File: config.mk
export PLATFORM = sky130hd
export DESIGN_NAME = multicycle_muldiv
export DESIGN_NICKNAME = d
export VERILOG_FILES = /design/src/rtl/multicycle_muldiv.sv
export SDC_FILE = /design/constraint.sdc
export NUM_CORES = 1
export LEC_CHECK = 0
export CAP_MARGIN = 30
export CORE_MARGIN = 8
export CORE_UTILIZATION = 59
export CTS_CLUSTER_DIAMETER = 120
export DETAILED_ROUTE_END_ITERATION = 16
export PLACE_DENSITY = 0.82
export SLEW_MARGIN = 0
export SYNTH_ARGS = -nofsm -noshare
export SYNTH_HDL_FRONTEND = slang
export SYNTH_SLANG_ARGS = --single-unit
File: constraint.sdc
create_clock -name CLK -period 8.7 [get_ports CLK]
set_input_delay 2.175 -clock CLK [delete_from_list [all_inputs] [get_ports CLK]]
set_output_delay 2.175 -clock CLK [all_outputs]
set_load 0.02 [all_outputs]
File: src/rtl/multicycle_muldiv.sv
// Iterative multiply/divide unit with its HI/LO register pair.
// Shift-add multiply or restoring divide, one step per clock, sign-fixed at the end.
module multicycle_muldiv #(
  parameter int WIDTH = 32,
  parameter int CNT_W = $clog2(WIDTH) + 1
) (
  input  logic             CLK,
  input  logic             RST,
  input  logic             start,
  input  logic [1:0]       op,
  input  logic [WIDTH-1:0] a,
  input  logic [WIDTH-1:0] b,
  input  logic             hi_we,
  input  logic             lo_we,
  input  logic [WIDTH-1:0] wdata,
  output logic             busy,
  output logic             done,
  output logic             dz,
  output logic [WIDTH-1:0] hi,
  output logic [WIDTH-1:0] lo
);

  typedef enum logic [1:0] {S_IDLE, S_CALC, S_FIX, S_DONE} state_t;

  state_t               state_q, state_d;
  logic [CNT_W-1:0]     cnt_q, cnt_d;
  logic                 is_div_q, is_div_d;
  logic                 sign_a_q, sign_a_d;
  logic                 sign_b_q, sign_b_d;
  logic                 bz_q, bz_d;
  logic                 dz_q, dz_d;
  logic [WIDTH-1:0]     opnd_q, opnd_d;
  logic [WIDTH-1:0]     rem_q, rem_d;
  logic [2*WIDTH-1:0]   acc_q, acc_d;
  logic [WIDTH-1:0]     hi_q, hi_d;
  logic [WIDTH-1:0]     lo_q, lo_d;

  logic                 idle_or_done, accept, last_iter;
  logic                 sa_in, sb_in;
  logic [WIDTH-1:0]     abs_a, abs_b;
  logic [WIDTH:0]       mul_sum;
  logic [WIDTH:0]       div_shift;
  logic                 div_ge;
  logic [WIDTH-1:0]     div_diff;
  logic [2*WIDTH-1:0]   prod_fix;
  logic [WIDTH-1:0]     quo_fix, rem_fix;

  assign idle_or_done = (state_q == S_IDLE) || (state_q == S_DONE);
  assign accept       = idle_or_done && start;
  assign last_iter    = (cnt_q == CNT_W'(WIDTH - 1));

  // Signed ops work on magnitudes; unsigned ops carry zero sign bits so no fix-up happens.
  assign sa_in = op[0] & a[WIDTH-1];
  assign sb_in = op[0] & b[WIDTH-1];
  assign abs_a = sa_in ? -a : a;
  assign abs_b = sb_in ? -b : b;

  // Multiply: acc = {partial product, remaining multiplier bits}, shifted right each step.
  assign mul_sum = {1'b0, acc_q[2*WIDTH-1:WIDTH]}
                 + {1'b0, (acc_q[0] ? opnd_q : {WIDTH{1'b0}})};

  // Divide: acc[WIDTH-1:0] shifts the dividend out MSB-first while quotient bits shift in.
  assign div_shift = {rem_q, acc_q[WIDTH-1]};
  assign div_ge    = div_shift >= {1'b0, opnd_q};
  assign div_diff  = div_shift[WIDTH-1:0] - opnd_q;

  assign prod_fix = (sign_a_q ^ sign_b_q) ? -acc_q : acc_q;
  assign quo_fix  = (sign_a_q ^ sign_b_q) ? -acc_q[WIDTH-1:0] : acc_q[WIDTH-1:0];
  assign rem_fix  = sign_a_q ? -rem_q : rem_q;

  // NOTE: every signal driven in always_comb gets a default first, so no latch is inferred.
  always_comb begin
    state_d = state_q;
    case (state_q)
      S_IDLE:  if (start) state_d = S_CALC;
      S_CALC:  if (last_iter) state_d = S_FIX;
      S_FIX:   state_d = S_DONE;
      S_DONE:  state_d = start ? S_CALC : S_IDLE;
      default: state_d = S_IDLE;
    endcase
    busy = (state_q == S_CALC) || (state_q == S_FIX);
    done = (state_q == S_DONE);
  end

  always_comb begin
    cnt_d    = cnt_q;
    is_div_d = is_div_q;
    sign_a_d = sign_a_q;
    sign_b_d = sign_b_q;
    bz_d     = bz_q;
    dz_d     = dz_q;
    opnd_d   = opnd_q;
    rem_d    = rem_q;
    acc_d    = acc_q;
    hi_d     = hi_q;
    lo_d     = lo_q;

    if (accept) begin
      is_div_d = op[1];
      sign_a_d = sa_in;
      sign_b_d = sb_in;
      bz_d     = (b == '0);
      dz_d     = 1'b0;
      cnt_d    = '0;
      rem_d    = '0;
      opnd_d   = op[1] ? abs_b : abs_a;
      acc_d    = {{WIDTH{1'b0}}, (op[1] ? abs_a : abs_b)};
    end else if (idle_or_done) begin
      if (hi_we) hi_d = wdata;
      if (lo_we) lo_d = wdata;
    end

    if (state_q == S_CALC) begin
      cnt_d = cnt_q + 1'b1;
      if (is_div_q) begin
        rem_d = div_ge ? div_diff : div_shift[WIDTH-1:0];
        acc_d = {acc_q[2*WIDTH-1:WIDTH], acc_q[WIDTH-2:0], div_ge};
      end else begin
        acc_d = {mul_sum, acc_q[WIDTH-1:1]};
      end
    end

    // A zero divisor leaves rem = |a|, so rem_fix already restores the original a.
    if (state_q == S_FIX) begin
      if (is_div_q) begin
        hi_d = rem_fix;
        lo_d = bz_q ? {WIDTH{1'b1}} : quo_fix;
        dz_d = bz_q;
      end else begin
        hi_d = prod_fix[2*WIDTH-1:WIDTH];
        lo_d = prod_fix[WIDTH-1:0];
      end
    end
  end

  // NOTE: sequential state uses non-blocking assignments so every register samples pre-edge values.
  always_ff @(posedge CLK or posedge RST) begin
    if (RST) begin
      state_q  <= S_IDLE;
      cnt_q    <= '0;
      is_div_q <= 1'b0;
      sign_a_q <= 1'b0;
      sign_b_q <= 1'b0;
      bz_q     <= 1'b0;
      dz_q     <= 1'b0;
      opnd_q   <= '0;
      rem_q    <= '0;
      acc_q    <= '0;
      hi_q     <= '0;
      lo_q     <= '0;
    end else begin
      state_q  <= state_d;
      cnt_q    <= cnt_d;
      is_div_q <= is_div_d;
      sign_a_q <= sign_a_d;
      sign_b_q <= sign_b_d;
      bz_q     <= bz_d;
      dz_q     <= dz_d;
      opnd_q   <= opnd_d;
      rem_q    <= rem_d;
      acc_q    <= acc_d;
      hi_q     <= hi_d;
      lo_q     <= lo_d;
    end
  end

  assign dz = dz_q;
  assign hi = hi_q;
  assign lo = lo_q;

endmodule

# Word level (Yosys, flattened, before mapping)
# Cells that the tools add are included.
[totals] input_bits=103 reg_bits=205 out_inout_bits=67 wordCells=81
[classes] n_eq_ne=8 mux=35 addsub=8 n_bitwise=3 n_lt_le_gt_ge=1 reduce_logical=13
[ops] cell="32-bit 2-to-1 mux" n=22
[ops] cell="64-bit 2-to-1 mux" n=4
[ops] cell="32-bit negation" n=4
[ops] cell="64-bit negation" n=1
[ops] cell="32-bit by 32-bit adder with 33-bit output" n=1
[ops] cell="33-bit by 32-bit >= comparator with 1-bit output" n=1
[ops] cell="32-bit logical NOT" n=1
[ops] cell="32-bit subtractor" n=1
[ops] cell="6-bit 2-to-1 mux" n=2
[ops] cell="2-bit one-hot mux with 4 select lines" n=1
[ops] cell="2-bit nonzero test" n=4
[ops] cell="6-bit by 1-bit adder with 6-bit output, second input constant" n=1
[ops] cell="6-bit by 5-bit equality test with 1-bit output, second input constant" n=1
[ops] cell="2-bit inequality test, second input constant" n=3
[ops] cell="3-bit AND reduction" n=2
[ops] cell="2-bit equality test, second input constant" n=2
[ops] cell="1-bit 2-to-1 mux" n=4
[ops] cell="2-bit 2-to-1 mux" n=2
[ops] cell="2-bit AND reduction" n=2
[ops] cell="1-bit bitwise AND" n=2
[ops] cell="2-bit by 1-bit equality test with 1-bit output, second input constant" n=1
[ops] cell="2-bit logical NOT" n=1
[ops] cell="1-bit logical OR" n=2
[ops] cell="2-bit by 1-bit inequality test with 1-bit output, second input constant" n=1
[ops] cell="other kinds (2)" n=2

# Longest topological paths before layout
[depth] ltp_word=6 depth_mapped=14 ltp_nobuf=13

# Worst setup path after synthesis
# No wires, ideal clock.
[synth_timing] kind="input port to flip-flop" start="input port b[11]" end="register acc_q[19]" arrival_ns=4.225 slack_ns=4.338 n_path_buf=0 setup_ns=0.137 cell_stages=9 required_time_ns=8.563 cell_sequence="or4_1 or3_1 or3_1 o41ai_1 xor2_1 nand2_1 nand2_1 o21a_1 a21oi_1"
[synth_via] elab_chain_len=5
[synth_rtl] item="start, declared" line_no="12" source="input logic [WIDTH-1:0] b,"
[synth_rtl] item="32-bit negation" line_no="56" source="assign abs_b = sb_in ? -b : b;"
[synth_rtl] item="32-bit 2-to-1 mux" line_no="56"
[synth_rtl] item="32-bit 2-to-1 mux" line_no="107" source="acc_d = {{WIDTH{1'b0}}, (op[1] ? abs_a : abs_b)};"
[synth_rtl] item="64-bit 2-to-1 mux" line_no="98" source="if (accept) begin"
[synth_rtl] item="64-bit 2-to-1 mux" line_no="113" source="if (state_q == S_CALC) begin"
[synth_rtl] item="end signal, assigned" line_no="148" source="acc_q <= '0;"
[synth_rtl] item="end signal, assigned" line_no="161" source="acc_q <= acc_d;"
[synth_rtl] item="end, declared" line_no="34" source="logic [2*WIDTH-1:0] acc_q, acc_d;"
# Every way passes these cells. The select of a mux whose other input is x is not followed.
# A chain may end at the register's enable or synchronous reset.

# Worst setup path in the final report
[layout_timing] start="input port a[5]" end="register acc_q[31]"
[layout_via] elab_chain_len=5
[layout_rtl] item="start, declared" line_no="11" source="input logic [WIDTH-1:0] a,"
[layout_rtl] item="32-bit negation" line_no="55" source="assign abs_a = sa_in ? -a : a;"
[layout_rtl] item="32-bit 2-to-1 mux" line_no="55"
[layout_rtl] item="32-bit 2-to-1 mux" line_no="107"
[layout_rtl] item="64-bit 2-to-1 mux" line_no="98"
[layout_rtl] item="64-bit 2-to-1 mux" line_no="113"
# Every way passes these cells. The select of a mux whose other input is x is not followed.

==> results_dict.tcl <==
set metrics [dict create \
    worstReg2RegStart "opnd_q[10]$_DFFE_PP0P_" \
    wl_per_cell_um 24.00 \
    finalMaxSlewViolations 0 \
    hpwlAfterDp_um 47220 \
    design.core.area_um2 27930 \
    cts-resized-gates 0 \
    synthesized_nets 2282 \
    grt_max_degree 96 \
    initial_utilization_pct 60.11 \
    p_seq_share_pct 22.7 \
    cts_hold_buf 0 \
    first_pass_grt_wire_length_um 93830 \
    drc_markers 0 \
    fin_setup_tns_ps 0 \
    tritoncts "yes" \
    gp_congestion 1.015 \
    yosys-top-cells-area "dfrtp_1 (31%), ha_1 (5.5%), a21oi_1 (5.3%)" \
    ys_dominant_reg_cell "dfrtp_1" \
    fin_crit_ps 4728 \
    p_comb_share_pct 64.7 \
    startpoint_type_of_the_worst_setup_path "primary input" \
    synth_async_reset_ratio_pct 100.0 \
    synth-seq-cells 205 \
    post_synth_fa_ha_maj_area_fraction_pct 5.753 \
    synth_top_area_cell "dfrtp_1" \
    worst_max_slew_margin_expressed_relative_to_the_limit_pct 34.87 \
    power.leakage_uw 0.008253 \
    post_route_cells_drive_above_1_share_pct 5.014 \
    critical_path.endpoint_type "flip-flop" \
    muxShareOfSynthArea_pct 3.674 \
    crit_fanout 6 \
    htreeDepth 1 \
    kind_of_path_behind_the_tightest_hold_check "flip-flop to flip-flop" \
    clockBufferDepth 3 \
    yosysUniqueCellTypes 86 \
    buffer_ports.inserted 169 \
    count_of_mapped_cells_out_of_synthesis 2103 \
    setup.worst_path.class "primary input to flip-flop" \
    routed_via_density 6.644 \
    netlist_area_pre_place_um2 16790 \
    yosys_warnings 0 \
    yosys.area_share.simple_pct 19.04 \
    dominant_combinational_cell_family_by_area_after_synthesis "compound AO/OA/AOI/OAI gates" \
    fin_nets 2378 \
    fmaxAchievable_ghz 0.2115 \
    antenna_violations_before_repair 3 \
    crit_arrival_ps 5180 \
    drt_iter0_markers 1706 \
    rsz0062_at_grt "no" \
    powerDensity_nw_per_um2 442.6 \
    ioPinCount 170 \
    post_synth_xor_area_fraction_pct 10.01 \
    floorplan.rows 61 \
    share_clk_of_total_power_pct 12.6 \
    routed_wirelength_um 62300 \
    cts.clk_slew.worst_paths_ps 60 \
    synth.yosys.seq_area_share_pct 30.55 \
    via_count 17250 \
    layout.cells.most_common "nand2_1" \
    synth-edff-count 0 \
    netlist.area_leader.share_pct 30.55 \
    maxCapViolations 0 \
    antenna_left 0 \
    final-setup-viol-count 0 \
    timing.final.hold_violations 0 \
    status "complete, no violations" \
    power.ir.vdd_worst_mv 0.3566 \
    ctsRootBufferMaster "clkbuf_16" \
    timing.final.crit_share_pct 54.34 \
    complex_gate_fraction_of_the_synthesized_area_pct 26.37 \
    clock_sink_count 205 \
    grt_usage_pct 35.34 \
    dieArea_um2 34110 \
    area_growth_from_synthesis_to_final_layout_pct 16.66 \
    syn-mean-instance-area_um2 7.984 \
    finClkSkew_ps 8.398 \
    postCtsSetupBuffers 0 \
    worstPathRequired_ps 9160 \
    filler_cell_count 2334 \
    sw_frac_of_total_pct 51.74 \
    die_width_um 184.7 \
    die_h_um 184.7 \
    internal_power_uw 4185 \
    first_pass_iters 5 \
    worstSetupStartpoint "a[5]" \
    clock_insertion_delay_worst_skew_ps 530 \
    fin_hold_ws_ps 484.9 \
    p_switching_uw 4486 \
    timing.hold.worst.start "lo[18]$_DFFE_PP0P_" \
    number_of_global_route_vias_before_repair 16370 \
    final_cell_mix "nand2_1 (231), dfrtp_1 (204), nor2_1 (180)" \
    globalRoute.totalOverflow 0 \
    number_of_buffers_created_by_cts 25 \
    worst_pin_slew_ps 973.3 \
]
[logic make-up (layout without fill, tap and decap cells)]
kind of cell | Yosys count | after routing
flops | 205 | 205
other cells | 0 | 4
mux | 61 | 61
fa+ha+maj | 76 | 76
buf+inv | 201 | 312
xor+xnor | 192 | 192
simple gates | 668 | 668
compound gates | 700 | 700
[power groups by stage]
| stage | logic, uW | registers, uW | clock network [uW] |
|---|---|---|---|
| floorplan | 3750 | 1890 | 0 |
| global route | 6030 | 2010 | 1130 |
| finish | 5610 | 1970 | 1090 |
| global placement | 5300 | 1950 | 0 |
| detailed placement | 5440 | 1970 | 0 |
| CTS | 5470 | 1960 | 1090 |
[path summary, 6_finish.rpt]
check,depth (start not counted),slack [ps],end
worst min-delay path,2,480,lo[18]$_DFFE_PP0P_
worst min register to register,2,480,lo[18]$_DFFE_PP0P_
min in group asynchronous,2,2110,rem_q[3]$_DFF_PP0_
max in group asynchronous,3,5360,acc_q[47]$_DFFE_PP0P_
worst max register to register,12,4850,rem_q[27]$_DFF_PP0_
worst max-delay path,9,3970,acc_q[31]$_DFFE_PP0P_
[flip-flops by register name (all words and copies together) (netlist names)]
signal / flops
acc_q: 64
bz_q: 1
cnt_q: 6
dz: 1
hi: 32
is_div_q: 1
lo: 32
opnd_q: 32
rem_q: 32
sign_a_q: 1
sign_b_q: 1
state_q: 2
[layout make-up]
cell class	count	area [um^2]	area share, %
Sequential cell	205	5131	26.19
Inverter	77	296.5	1.514
Clock inverter	9	148.9	0.7601
Timing Repair Buffer	193	1911	9.753
Antenna cell	4	10.01	0.05110
Tap cell	378	473.0	2.414
Multi-Input combinational cell	1697	10930	55.81
Clock buffer	33	685.7	3.500
[per-stage QoR]
stage	cells	setup WS, ps	power, uW	utilization, %	area (um^2)
2_1_floorplan	2103	929.2	5634	-	16790
3_3_place_gp	2547	3575	7253	66.86	18680
3_5_place_dp	2548	3473	7408	66.90	18690
4_1_cts	2590	4007	8528	69.89	19520
5_1_grt	2592	3631	9164	70.09	19580
6_report	2596	3972	8671	70.12	19590
[critical path: stages]
cell and delay [ps]:
clkdlybuf4s50_1 470, nor4_1 480, and2_1 310, nand3_1 180, or4_1 630, o41ai_1 450
and3_1 220, a311oi_1 50, o22ai_1 200
[synthesized netlist by cell type, types with 18 or more instances]
| library cell | n |
|---|---|
| dfrtp_1 | 205 |
| o21ai_0 | 151 |
| ha_1 | 74 |
| nor4_1 | 19 |
| clkbuf_1 | 101 |
| xor2_1 | 91 |
| o211ai_1 | 26 |
| nand2b_1 | 20 |
| a21o_1 | 37 |
| or3_1 | 26 |
| nor3_1 | 29 |
| o221ai_1 | 19 |
| nand3_1 | 58 |
| o22ai_1 | 26 |
| a211oi_1 | 39 |
| nand2_1 | 231 |
| a31oi_1 | 18 |
| a21oi_1 | 179 |
| nor2b_1 | 20 |
| o31ai_1 | 31 |
| o21ai_1 | 60 |
| nor2_1 | 181 |
| mux2i_1 | 56 |
| xnor2_1 | 101 |
| inv_1 | 76 |
[layer usage]
| metal | routed length (um) | vias to the layer above | track usage (%) |
|---|---|---|---|
| li1 | - | 7823 | - |
| met1 | 23530 | 8282 | 42.35 |
| met2 | 29520 | 910 | 59.48 |
| met3 | 5446 | 230 | 7.127 |
| met4 | 3788 | 2 | 18.37 |
| met5 | 11 | - | 0 |
(Power assumes the default switching activity.)
